### src/rtl/poly_arith_pkg.sv
// Shared types and constants for the ML-KEM polynomial arithmetic blocks.
//   coeff_t         : 12-bit coefficient, reduced values lie in [0, Q-1]
//   Q               : ML-KEM modulus 3329
//   N_COEFFS        : coefficients per polynomial
//   addsub_state_e  : state encoding of the poly add/sub sequencer
//   neg_mod_q()     : additive inverse mod Q of a reduced coefficient
package poly_arith_pkg;

  typedef logic [11:0] coeff_t;

  localparam coeff_t Q        = 12'd3329;
  localparam int     N_COEFFS = 256;

  typedef enum logic [1:0] {
    ST_IDLE  = 2'd0,
    ST_ISSUE = 2'd1,
    ST_DRAIN = 2'd2,
    ST_DONE  = 2'd3
  } addsub_state_e;

  // Q - b would give Q (not reduced) for b == 0, so zero maps to zero.
  function automatic coeff_t neg_mod_q(input coeff_t b);
    return (b == '0) ? '0 : coeff_t'(Q - b);
  endfunction

endpackage

### src/rtl/mod_add.sv
// Two-stage pipelined modular adder: result = (op1 + op2) mod Q.
//   clk      : clock
//   rst      : synchronous active-high reset, clears the pipeline
//   op1_i    : first operand, in [0, Q-1]
//   op2_i    : second operand, in [0, Q-1]
//   valid_i  : operand pair is valid this cycle
//   result_o : reduced sum, holds its value between valid results
//   valid_o  : result_o is valid, two cycles after valid_i
module mod_add
  import poly_arith_pkg::*;
(
  input  logic   clk,
  input  logic   rst,
  input  coeff_t op1_i,
  input  coeff_t op2_i,
  input  logic   valid_i,
  output coeff_t result_o,
  output logic   valid_o
);

  logic        s1_valid;
  logic [12:0] s1_sum;
  coeff_t      s1_reduced;

  // The raw sum is below 2Q, so one conditional subtraction reduces it.
  // Subtracting in 12 bits is exact because the true difference is < Q.
  always_comb begin
    s1_reduced = s1_sum[11:0];
    if (s1_sum >= {1'b0, Q}) begin
      s1_reduced = s1_sum[11:0] - Q;
    end
  end

  always_ff @(posedge clk) begin
    if (rst) begin
      s1_valid <= 1'b0;
      s1_sum   <= '0;
      valid_o  <= 1'b0;
      result_o <= '0;
    end else begin
      s1_valid <= valid_i;
      if (valid_i) begin
        s1_sum <= {1'b0, op1_i} + {1'b0, op2_i};
      end
      valid_o <= s1_valid;
      if (s1_valid) begin
        result_o <= s1_reduced;
      end
    end
  end

endmodule

### src/rtl/poly_addsub_engine.sv
// Polynomial-level add/sub sequencer for ML-KEM: streams a[i], b[i] from the
// poly RAM through mod_add and writes c[i] = a[i] +/- b[i] mod Q back.
//   clk, rst_n    : clock, synchronous active-low reset
//   start_i       : start request, only looked at in IDLE
//   sub_i         : 0 = add, 1 = subtract, latched on start accept
//   busy_o        : high from the cycle after start accept through done
//   done_o        : one-cycle pulse once the last result is written
//   rd_en_o       : read strobe, N consecutive cycles per run
//   rd_addr_o     : read address shared by the a and b ports
//   rd_a_data_i   : a[rd_addr], one cycle after rd_en_o
//   rd_b_data_i   : b[rd_addr], one cycle after rd_en_o
//   wr_en_o       : result write strobe
//   wr_addr_o     : result address
//   wr_data_o     : result coefficient, holds when wr_en_o is low
//   dbg_state_o   : current FSM state
//
// Handshake: there is no backpressure on either side. rd_en_o is a one-way
// request and data is assumed one cycle later; wr_en_o is a one-way write
// that the RAM must take in that cycle.
module poly_addsub_engine
  import poly_arith_pkg::*;
#(
  parameter int N      = N_COEFFS,
  parameter int ADDR_W = 8
) (
  input  logic              clk,
  input  logic              rst_n,
  input  logic              start_i,
  input  logic              sub_i,
  output logic              busy_o,
  output logic              done_o,
  output logic              rd_en_o,
  output logic [ADDR_W-1:0] rd_addr_o,
  input  coeff_t            rd_a_data_i,
  input  coeff_t            rd_b_data_i,
  output logic              wr_en_o,
  output logic [ADDR_W-1:0] wr_addr_o,
  output coeff_t            wr_data_o,
  output addsub_state_e     dbg_state_o
);

  // One extra counter bit lets the counters reach N = 2^ADDR_W directly.
  localparam logic [ADDR_W:0] CNT_ONE  = (ADDR_W+1)'(1);
  localparam logic [ADDR_W:0] CNT_LAST = (ADDR_W+1)'(N - 1);
  localparam logic [ADDR_W:0] CNT_FULL = (ADDR_W+1)'(N);

  addsub_state_e   state, state_nxt;
  logic [ADDR_W:0] rd_cnt;
  logic [ADDR_W:0] wr_cnt, wr_cnt_nxt;
  logic            sub_r;
  logic            op_valid;
  coeff_t          op2;
  coeff_t          add_result;
  logic            add_valid;
  logic            wr_fire;
  logic            start_accept;

  assign start_accept = (state == ST_IDLE) && start_i;

  // ---------------- FSM ----------------
  always_ff @(posedge clk) begin
    if (!rst_n) begin
      state <= ST_IDLE;
    end else begin
      state <= state_nxt;
    end
  end

  // DRAIN leaves on the edge that commits the last write, so DONE lands in
  // the cycle right after it.
  always_comb begin
    state_nxt = state;
    case (state)
      ST_IDLE:  if (start_i) state_nxt = ST_ISSUE;
      ST_ISSUE: if (rd_cnt == CNT_LAST) state_nxt = ST_DRAIN;
      ST_DRAIN: if (wr_cnt_nxt == CNT_FULL) state_nxt = ST_DONE;
      ST_DONE:  state_nxt = ST_IDLE;
      default:  state_nxt = ST_IDLE;
    endcase
  end

  assign busy_o      = (state != ST_IDLE);
  assign done_o      = (state == ST_DONE);
  assign rd_en_o     = (state == ST_ISSUE);
  assign rd_addr_o   = rd_cnt[ADDR_W-1:0];
  assign dbg_state_o = state;

  // ---------------- counters and operation latch ----------------
  // Results beyond N are dropped rather than written past the polynomial.
  assign wr_fire    = add_valid && (wr_cnt < CNT_FULL);
  assign wr_cnt_nxt = wr_fire ? (wr_cnt + CNT_ONE) : wr_cnt;

  always_ff @(posedge clk) begin
    if (!rst_n) begin
      rd_cnt   <= '0;
      wr_cnt   <= '0;
      sub_r    <= 1'b0;
      op_valid <= 1'b0;
    end else begin
      // Operands arrive one cycle after the read strobe.
      op_valid <= rd_en_o;
      if (start_accept) begin
        sub_r  <= sub_i;
        rd_cnt <= '0;
        wr_cnt <= '0;
      end else begin
        if (rd_en_o) begin
          rd_cnt <= rd_cnt + CNT_ONE;
        end
        wr_cnt <= wr_cnt_nxt;
      end
    end
  end

  // ---------------- operand and result paths ----------------
  assign op2 = sub_r ? neg_mod_q(rd_b_data_i) : rd_b_data_i;

  mod_add u_mod_add (
    .clk      (clk),
    .rst      (~rst_n),
    .op1_i    (rd_a_data_i),
    .op2_i    (op2),
    .valid_i  (op_valid),
    .result_o (add_result),
    .valid_o  (add_valid)
  );

  // Results come back in issue order, so the write counter alone gives the
  // address regardless of the adder's latency.
  assign wr_en_o   = wr_fire;
  assign wr_addr_o = wr_cnt[ADDR_W-1:0];
  assign wr_data_o = add_result;

  a_no_extra_result : assert property (
    @(posedge clk) disable iff (!rst_n) !(add_valid && (wr_cnt >= CNT_FULL))
  );

endmodule

### config.mk
export PLATFORM = sky130hd
export DESIGN_NAME = poly_addsub_engine
export DESIGN_NICKNAME = d
export VERILOG_FILES = /design/src/rtl/poly_arith_pkg.sv /design/src/rtl/mod_add.sv /design/src/rtl/poly_addsub_engine.sv
export SDC_FILE = /design/constraint.sdc
export NUM_CORES = 1
export LEC_CHECK = 0
export CORE_ASPECT_RATIO = 1.25
export CORE_UTILIZATION = 30
export DETAILED_ROUTE_END_ITERATION = 6
export DONT_BUFFER_PORTS = 1
export GPL_TIMING_DRIVEN = 0
export PLACE_DENSITY = 0.48
export SLEW_MARGIN = 40
export SYNTH_ARGS = -nofsm -noshare
export SYNTH_HDL_FRONTEND = slang
export SYNTH_SLANG_ARGS = --single-unit
### constraint.sdc
create_clock -name clk -period 4.4 [get_ports clk]
set_input_delay 1.1 -clock clk [delete_from_list [all_inputs] [get_ports clk]]
set_output_delay 1.1 -clock clk [all_outputs]
set_load 0.01 [all_outputs]
==> results of run 1 <==
## final cells by class
class,instances,area share (%)
Tap cell,129,4.72
Clock inverter,1,0.146
Buffer,28,4.87
Multi-Input combinational cell,287,55.3
Clock buffer,7,4.46
Inverter,17,1.87
Sequential cell,49,28.7
## synth_stat cells, types with 9 or more instances
cell	n	share of area [%]
xnor2_1	22	6.2
nor2_1	51	6.2
buf_4	16	3.9
a21oi_1	20	3.2
nand2_1	32	3.9
ha_1	24	9.7
a211oi_1	9	2.2
clkbuf_1	10	1.2
xor2_1	16	4.5
nand3_1	11	1.8
o21ai_0	26	4.2
inv_1	16	1.9
mux2i_1	9	2.9
dfxtp_1	49	32
## cell families (layout without fill, tap and decap cells)
| family | count (synthesis) | in the layout | synth area share (%) |
|---|---|---|---|
| adders and majority gates | 25 | 25 | 10.3 |
| buffers and inverters | 45 | 53 | 7.43 |
| xor gates and xnor gates | 38 | 38 | 10.7 |
| muxes | 10 | 10 | 3.27 |
| AOI/OAI and AO/OA | 78 | 78 | 15.4 |
| and+or+nand+nor | 136 | 136 | 21.2 |
| DFF | 49 | 49 | 31.6 |
## worst max-delay path: cells and delay by family
family	cells	cell delay, ns
simple gates	6	1.29
compound gates	5	1.10
fa+ha+maj	2	0.68
## metal layers
| metal | vias to the layer above | track usage, % |
|---|---|---|
| met3 | 6 | 3.61 |
| met5 | - | 0 |
| met2 | 50 | 22.7 |
| met1 | 1153 | 17.6 |
| met4 | 0 | 4.31 |
| li1 | 1319 | - |
## report_power, final
| group | internal (W) | switching, W |
|---|---|---|
| clock | 0.000241 | 0.000165 |
| combinational | 0.000216 | 0.000304 |
| sequential | 0.000503 | 0.0000783 |
## registers in the layout (all words and copies together) (netlist names)
name	count
dbg_state_o	2
op_valid	1
rd_cnt	9
sub_r	1
u_mod_add.result_o	12
u_mod_add.s1_sum	13
u_mod_add.s1_valid	1
u_mod_add.valid_o	1
wr_cnt	9
## through the flow
step           power, W  util (%)  hold slack (ns)  std cells  worst slack, ns
2_1_floorplan  0.000997         -            0.446        381            0.458
3_3_place_gp    0.00111      32.4            0.472        510            0.115
3_5_place_dp    0.00112      32.4            0.480        510           0.0948
4_1_cts         0.00153      34.0            0.495        518            0.396
5_1_grt         0.00162      34.0            0.517        518            0.216
6_report        0.00151      34.0            0.491        518            0.407
## worst min-delay path by stage
stage	from	end	slack [ns]	depth (start not counted)
floorplan	wr_cnt[8]	wr_cnt[8]	0.45	2
global placement	wr_cnt[8]	wr_cnt[8]	0.47	2
detailed placement	wr_cnt[8]	wr_cnt[8]	0.48	2
CTS	rd_cnt[8]	rd_cnt[8]	0.49	2
global route	rd_cnt[8]	rd_cnt[8]	0.52	2
finish	wr_cnt[8]	wr_cnt[8]	0.49	2
==> qor.csv, run 1 <==
metric,value,unit
status,finished with violations,
violations,design-rule violations,
grt_first_pass_wirelength,11600,µm
critPathKind,input port to flip-flop,
vias_per_cell,4.88,
synth_edf_count,0,
drt_iter0_drc,93,
final_nets,441,
overflow,0,
rsz0062_at_grt,false,
r2r_cells,11,
grt_max_degree,15,
cts_setup_buffers,0,
initial_core_util,30.8,%
ys_seq_area_share,31.6,%
wl_met1,3200,µm
fp.dieH,116,µm
maxCapViolations,0,
rr_endpoint,u_mod_add.s1_sum[10],
max_freq,0.250,GHz
netlist_instances,381,
ios,62,
power_density,441,nW/µm²
io_buffers,0,
wl_met2,3350,µm
postCtsResizedCells,0,
drc_errors,2,
async_flop_share,0,%
dieArea,10700,µm²
cts_tree,yes,
hpwl,5550,µm
cp-startpoint,rd_b_data_i[3],
arrival,4.16,ns
grt_pass1_vias,2343,
placed_area,3260,µm²
leakage,1.31,nW
clk_path_buf_depth,2,
hold_class,flip-flop to flip-flop,
tightest_slew,0.559,ns
layout-drive-gt1-share,8.48,%
ys.flop_type,dfxtp_1,
period_share,90.7,%
slew_headroom,62.7,%
fin_area,3420,µm²
synth_fp_nets,434,
multi_input_area,1890,µm²
dieWidth,92.9,µm
peakVddDrop,142,µV
ctsHoldBuffers,0,
seq_area,981,µm²
num_rows,41,
ys_seq_elements,49,
final_antenna_net_count,0,
start_kind,input port,
dr.pass1.iters,6,
setup_violations,0,
layout_commonest_cell,nor2_1,
cp.required,4.57,ns
cp_slowest_stage_delay,0.54,ns
setup_tns,0,ns
num_vias,2528,
cts_max_level,2,
ys_warn_count,0,
most-common-layout-cells,"51 x nor2_1, 49 x dfxtp_1, 32 x nand2_1",
r2r_slack,1.49,ns
antenna_found_initial,0,
core_area,10100,µm²
mappedNetlistArea,3100,µm²
slew_viol_final,0,
clock_latency,0.29,ns
skew,0.00272,ns
endpoint,u_mod_add.s1_sum[10],
met3_length,396,µm
nFillCells,1087,
end_kind,flip-flop,
antenna_cells,0,
path_cells,"or4_4, nor2_4, nand3_4, nor3_4, nor2_1, ha_1, fa_1, a21o_1, a21oi_1, o21ai_0, a311o_1, nand4b_1, o211ai_1",
area_growth,10.3,%
hold_viol_final,0,
drt-wirelength-per-cell,13.6,µm
cts_root_buf,clkbuf_16,
clk_pin_slew,0.07,ns
routed_wl,7040,µm
syn_avg_cell_area,8.14,µm²
ys_types,49,
gp_congestion,0.752,
cp_max_fo,7,
rr_startpoint,sub_r,
groute.usage.overall,13.8,%
routed.top_layer,met4,
numCtsBuffers,5,
clock-sinks,49,
cp_slowest_cell,or4_4,
min_period,3.99,ns
Note: power is estimated with default switching activity, not from simulation.
==> run 2, diff against run 1 <==
--- a/config.mk
+++ b/config.mk
@@ -10,7 +10,6 @@
 export DETAILED_ROUTE_END_ITERATION = 6
 export DONT_BUFFER_PORTS = 1
 export GPL_TIMING_DRIVEN = 0
-export PLACE_DENSITY = 0.48
 export SLEW_MARGIN = 40
 export SYNTH_ARGS = -nofsm -noshare
 export SYNTH_HDL_FRONTEND = slang
==> qor.csv, run 2 (synthesis results as in run 1) <==
metric,value,unit,change
status,completed,,
routed_wl,6760,µm,-3.9%
hold_end,wr_cnt[8],,
most-common-layout-cells,"51 x nor2_1, 49 x dfxtp_1, 32 x nand2_1",,
min_delay_path_depth,2,,unchanged
hp-start,wr_cnt[8],,
hpwl,5400,µm,-2.7%
cts_max_level,2,,unchanged
clock_latency,0.28,ns,about the same
cp_max_fo,7,,unchanged
num_vias,2561,,+1.3%
drt_iter0_drc,71,,-24%
grt_first_pass_wirelength,11400,µm,-1.7%
place_worst_setup_slack,0.118,ns,+0.0235 ns
layout_commonest_cell,nor2_1,,
power_density,433,nW/µm²,-1.9%
layout-drive-gt1-share,7.71,%,-0.77 points
setup_violations,0,,unchanged
max_freq,0.253,GHz,+0.96%
core_area,10100,µm²,unchanged
numCtsBuffers,5,,unchanged
peakVddDrop,192,µV,+35%
tightest_slew,0.538,ns,-0.0214 ns
min_period,3.95,ns,-0.0380 ns
num_rows,41,,unchanged
rr_startpoint,sub_r,,
rsz0062_at_grt,false,,
final_nets,441,,unchanged
skew,0.00436,ns,+0.00164 ns
io_buffers,0,,unchanged
hold_viol_final,0,,unchanged
cp.required,4.57,ns,about the same
r2r_cells,11,,unchanged
slew_headroom,64.2,%,+1.4 points
fp.dieH,116,µm,unchanged
largestRegisters,"u_mod_add.s1_sum x13, u_mod_add.result_o x12",,
gp_congestion,0.836,,+11%
dieArea,10700,µm²,unchanged
slew_viol_final,0,,unchanged
final_antenna_net_count,0,,unchanged
drt-wirelength-per-cell,13.1,µm,-3.9%
post-route-util,33.8,%,-0.21 points
drc_errors,0,,-2
total_power,0.00147,W,-2.5%
r2r_slack,1.52,ns,+0.03 ns
cts_root_buf,clkbuf_16,,
arrival,4.12,ns,-0.04 ns
hold_class,flip-flop to flip-flop,,
critPathKind,input port to flip-flop,,
ios,62,,unchanged
clock-sinks,49,,unchanged
groute.usage.overall,13.2,%,-0.62 points
end_kind,flip-flop,,
maxCapViolations,0,,unchanged
dr.pass1.iters,4,,-2
rr_endpoint,u_mod_add.s1_sum[10],,
dieWidth,92.9,µm,unchanged
clk_pin_slew,0.06,ns,about the same
grt_pass1_vias,2503,,+6.8%
postCtsResizedCells,0,,unchanged
antenna_found_initial,0,,unchanged
antenna_cells,0,,unchanged
area_growth,9.60,%,
overflow,0,,unchanged
hold_slack,0.480,ns,-0.0104 ns
cts_setup_buffers,0,,unchanged
largest_reg_flops,13,,unchanged
start_kind,input port,,
setup_tns,0,ns,unchanged
cts_tree,yes,,
period_share,89.9,%,-0.86 points
leakage,1.30,nW,-1.1%
clk_path_buf_depth,2,,unchanged
nFillCells,1076,,-1.0%
vias_per_cell,4.94,,+1.3%
largest-register,u_mod_add.s1_sum,,
initial_core_util,30.8,%,unchanged
ctsHoldBuffers,0,,unchanged
grt_max_degree,14,,-1
final.setup.worst_slack,0.445,ns,+0.0380 ns
[run 2: area by class of cell]
| class | instances | area [µm²] | share of cell area (%) |
|---|---|---|---|
| multi-input cells | 287 | 1890 | 55.6 |
| flip-flops and latches | 49 | 981 | 28.9 |
| plain buffers | 28 | 166 | 4.90 |
| well taps | 129 | 161 | 4.75 |
| clock buffers | 8 | 136 | 4.01 |
| inverters | 17 | 63.8 | 1.88 |
[run 2: worst max-delay path: stages]
cell	delay (ns)
or4_4	0.54
nor2_4	0.14
nand3_4	0.10
nor3_4	0.27
nor2_1	0.10
ha_1	0.25
fa_1	0.42
a21o_1	0.17
a21oi_1	0.21
o21ai_0	0.22
a311o_1	0.41
nand4b_1	0.11
o211ai_1	0.09
[run 2: how the worst max path moves through the flow]
stage,slack (ns),startpoint,endpoint,depth (start not counted)
after floorplan,0.46,rd_b_data_i[3],u_mod_add.s1_sum[10],13
after global placement,0.18,rd_b_data_i[3],u_mod_add.s1_sum[10],13
after detailed placement,0.12,rd_b_data_i[3],u_mod_add.s1_sum[10],13
after CTS,0.43,rd_b_data_i[3],u_mod_add.s1_sum[10],13
after global routing,0.26,rd_b_data_i[3],u_mod_add.s1_sum[12],13
final,0.45,rd_b_data_i[3],u_mod_add.s1_sum[10],13
[run 2: per-stage QoR]
stage / cells / instance area [µm²]
after global placement: 510 / 3260
after detailed placement: 510 / 3260
after global routing: 518 / 3400
after CTS: 518 / 3400
final: 518 / 3400
after floorplan: 381 / 3100
[run 2: per-layer routing]
| layer | track usage [%] | vias to the layer above | share of wire, % |
|---|---|---|---|
| li1 | - | 1320 | - |
| met1 | 14.7 | 1181 | 43 |
| met2 | 24.2 | 50 | 50 |
| met3 | 3.08 | 10 | 4.9 |
| met4 | 5.03 | 0 | 2.1 |
| met5 | 0 | - | 0 |
[run 2: power breakdown]
part | switching, W | internal (W) | total [W] | leakage (nW)
Sequential | 0.0000789 | 0.000503 | 0.000582 | 0.397
Combinational | 0.000304 | 0.000217 | 0.000521 | 0.835
Clock | 0.000155 | 0.000212 | 0.000367 | 0.0652
Total | 0.000539 | 0.000931 | 0.00147 | 1.30
==> run 3, diff against run 2 <==
--- a/config.mk
+++ b/config.mk
@@ -6,7 +6,7 @@
 export NUM_CORES = 1
 export LEC_CHECK = 0
 export CORE_ASPECT_RATIO = 1.25
-export CORE_UTILIZATION = 30
+export CORE_UTILIZATION = 35
 export DETAILED_ROUTE_END_ITERATION = 6
 export DONT_BUFFER_PORTS = 1
 export GPL_TIMING_DRIVEN = 0
==> qor.csv, run 3 (synthesis results as in run 1) <==
metric,value,unit,change
hold_class,flip-flop to flip-flop,,
cts_setup_buffers,0,,unchanged
drt_iter0_drc,88,,+24%
num_vias,2513,,-1.9%
slew_viol_final,0,,unchanged
cts_root_buf,clkbuf_8,,
end_kind,flip-flop,,
final_nets,441,,unchanged
clock-sinks,49,,unchanged
rr_startpoint,sub_r,,
drt-wirelength-per-cell,12.9,µm,-1.3%
routed_wl,6560,µm,-3.0%
dieWidth,86.2,µm,-7.3%
drc_errors,0,,unchanged
hold_viol_final,0,,unchanged
status,completed,,
seq_area,981,µm²,unchanged
most-common-layout-cells,"51 x nor2_1, 49 x dfxtp_1, 32 x nand2_1",,
grt_max_degree,15,,+1
layout-drive-gt1-share,8.23,%,+0.51 points
maxCapViolations,0,,unchanged
fp.dieH,107,µm,-7.3%
setup_tns,0,ns,unchanged
critPathKind,input port to flip-flop,,
hold_slack,0.489,ns,+0.00925 ns
nFillCells,935,,-13%
largestRegisters,"u_mod_add.s1_sum x13, u_mod_add.result_o x12",,
cts_tree,yes,,
final_antenna_net_count,0,,unchanged
area_growth,7.51,%,
cp.required,4.59,ns,+0.02 ns
multi_input_area,1890,µm²,unchanged
largest_reg_flops,13,,unchanged
numCtsBuffers,5,,unchanged
overflow,0,,unchanged
io_buffers,0,,unchanged
groute.usage.overall,14.9,%,+1.8 points
largest-register,u_mod_add.s1_sum,,
num_rows,38,,-7.3%
hpwl,5270,µm,-2.4%
post-route-util,38.5,%,+4.7 points
cp_max_fo,7,,unchanged
setup_violations,0,,unchanged
max_freq,0.252,GHz,-0.25%
period_share,90.1,%,+0.23 points
min_period,3.96,ns,+0.00992 ns
dr.pass1.iters,4,,unchanged
clock_latency,0.31,ns,+0.03 ns
hp-start,wr_cnt[8],,
ios,62,,unchanged
cp_slowest_cell,or4_4,,
layout_commonest_cell,nor2_1,,
dp_cells,501,,-1.8%
initial_core_util,35.8,%,+5.0 points
cts_max_level,2,,unchanged
antenna_found_initial,0,,unchanged
grt_first_pass_wirelength,11000,µm,-3.6%
clk_path_buf_depth,2,,unchanged
grt_pass1_vias,2406,,-3.9%
gp_congestion,0.783,,-6.4%
ctsHoldBuffers,0,,unchanged
path_cells,"or4_4, nor2_4, nand3_4, nor3_4, nor2_1, ha_1, fa_1, a21o_1, a21oi_1, o21ai_0, a311o_1, nand4b_1, o211ai_1",,
tightest_slew,0.565,ns,+0.0270 ns
cp-startpoint,rd_b_data_i[3],,
vias_per_cell,4.94,,-0.14%
stdcell_count,509,,-1.7%
crit_buf_inv,0,,unchanged
core_area,8650,µm²,-14%
leakage,1.28,nW,-1.6%
clk_pin_slew,0.09,ns,+0.03 ns
skew,0.00808,ns,+0.00372 ns
cp_slowest_stage_delay,0.53,ns,about the same
cp_top_family,simple AND/OR/NAND/NOR gates,,
dieArea,9240,µm²,-14%
peakVddDrop,136,µV,-29%
postCtsResizedCells,0,,unchanged
slew_headroom,62.4,%,-1.8 points
antenna_cells,0,,unchanged
rsz0062_at_grt,false,,
start_kind,input port,,
arrival,4.15,ns,+0.03 ns
power_density,407,nW/µm²,-6.0%
[run 3: power breakdown]
part	switching, W	leakage, nW	internal [W]
combinational	0.000299	0.835	0.000216
sequential	0.0000771	0.397	0.000503
clock	0.000150	0.0450	0.000111
[run 3: metrics by stage]
step                setup WS (ns)  area [µm²]  total power, W
floorplan                   0.458        3100        0.000997
global placement            0.179        3250         0.00110
detailed placement          0.115        3250         0.00111
CTS                         0.441        3330         0.00137
global route                0.208        3330         0.00148
finish                      0.435        3330         0.00136
[run 3: final cells by class]
type                       count  share of cell area (%)
clock buffer                   6                    2.18
multi-input combinational    287                    56.7
inverter                      17                    1.91
tap                          120                    4.50
sequential                    49                    29.4
clock inverter                 2                   0.300
buffer                        28                    4.99
[run 3: worst reg2reg max path: stages (launching register included)]
cell and delay, ns:
dfxtp_1 0.42, nand3_4 0.11, nor3_4 0.28, nor2_1 0.12
ha_1 0.24, fa_1 0.41, a21o_1 0.17, a21oi_1 0.23
o21ai_0 0.22, a311o_1 0.41, nand4b_1 0.12, o211ai_1 0.09
[run 3: path summary, 6_finish.rpt]
| kind | to | slack [ns] | cells past startpoint |
|---|---|---|---|
| worst max-delay path | u_mod_add.s1_sum[10] | 0.44 | 13 |
| worst min-delay path | wr_cnt[8] | 0.49 | 2 |
| worst max register to register | u_mod_add.s1_sum[10] | 1.48 | 11 |
| worst min register to register | wr_cnt[8] | 0.49 | 2 |
[run 3: per-layer routing]
| layer | part of all wire (%) | track usage [%] | routed length (µm) | vias to the layer above |
|---|---|---|---|---|
| li1 | - | - | - | 1317 |
| met3 | 4.8 | 3.54 | 314 | 9 |
| met2 | 49 | 26.4 | 3200 | 50 |
| met5 | 0 | 0 | 0 | - |
| met1 | 45 | 17.6 | 2970 | 1137 |
| met4 | 1.2 | 4.76 | 81 | 0 |
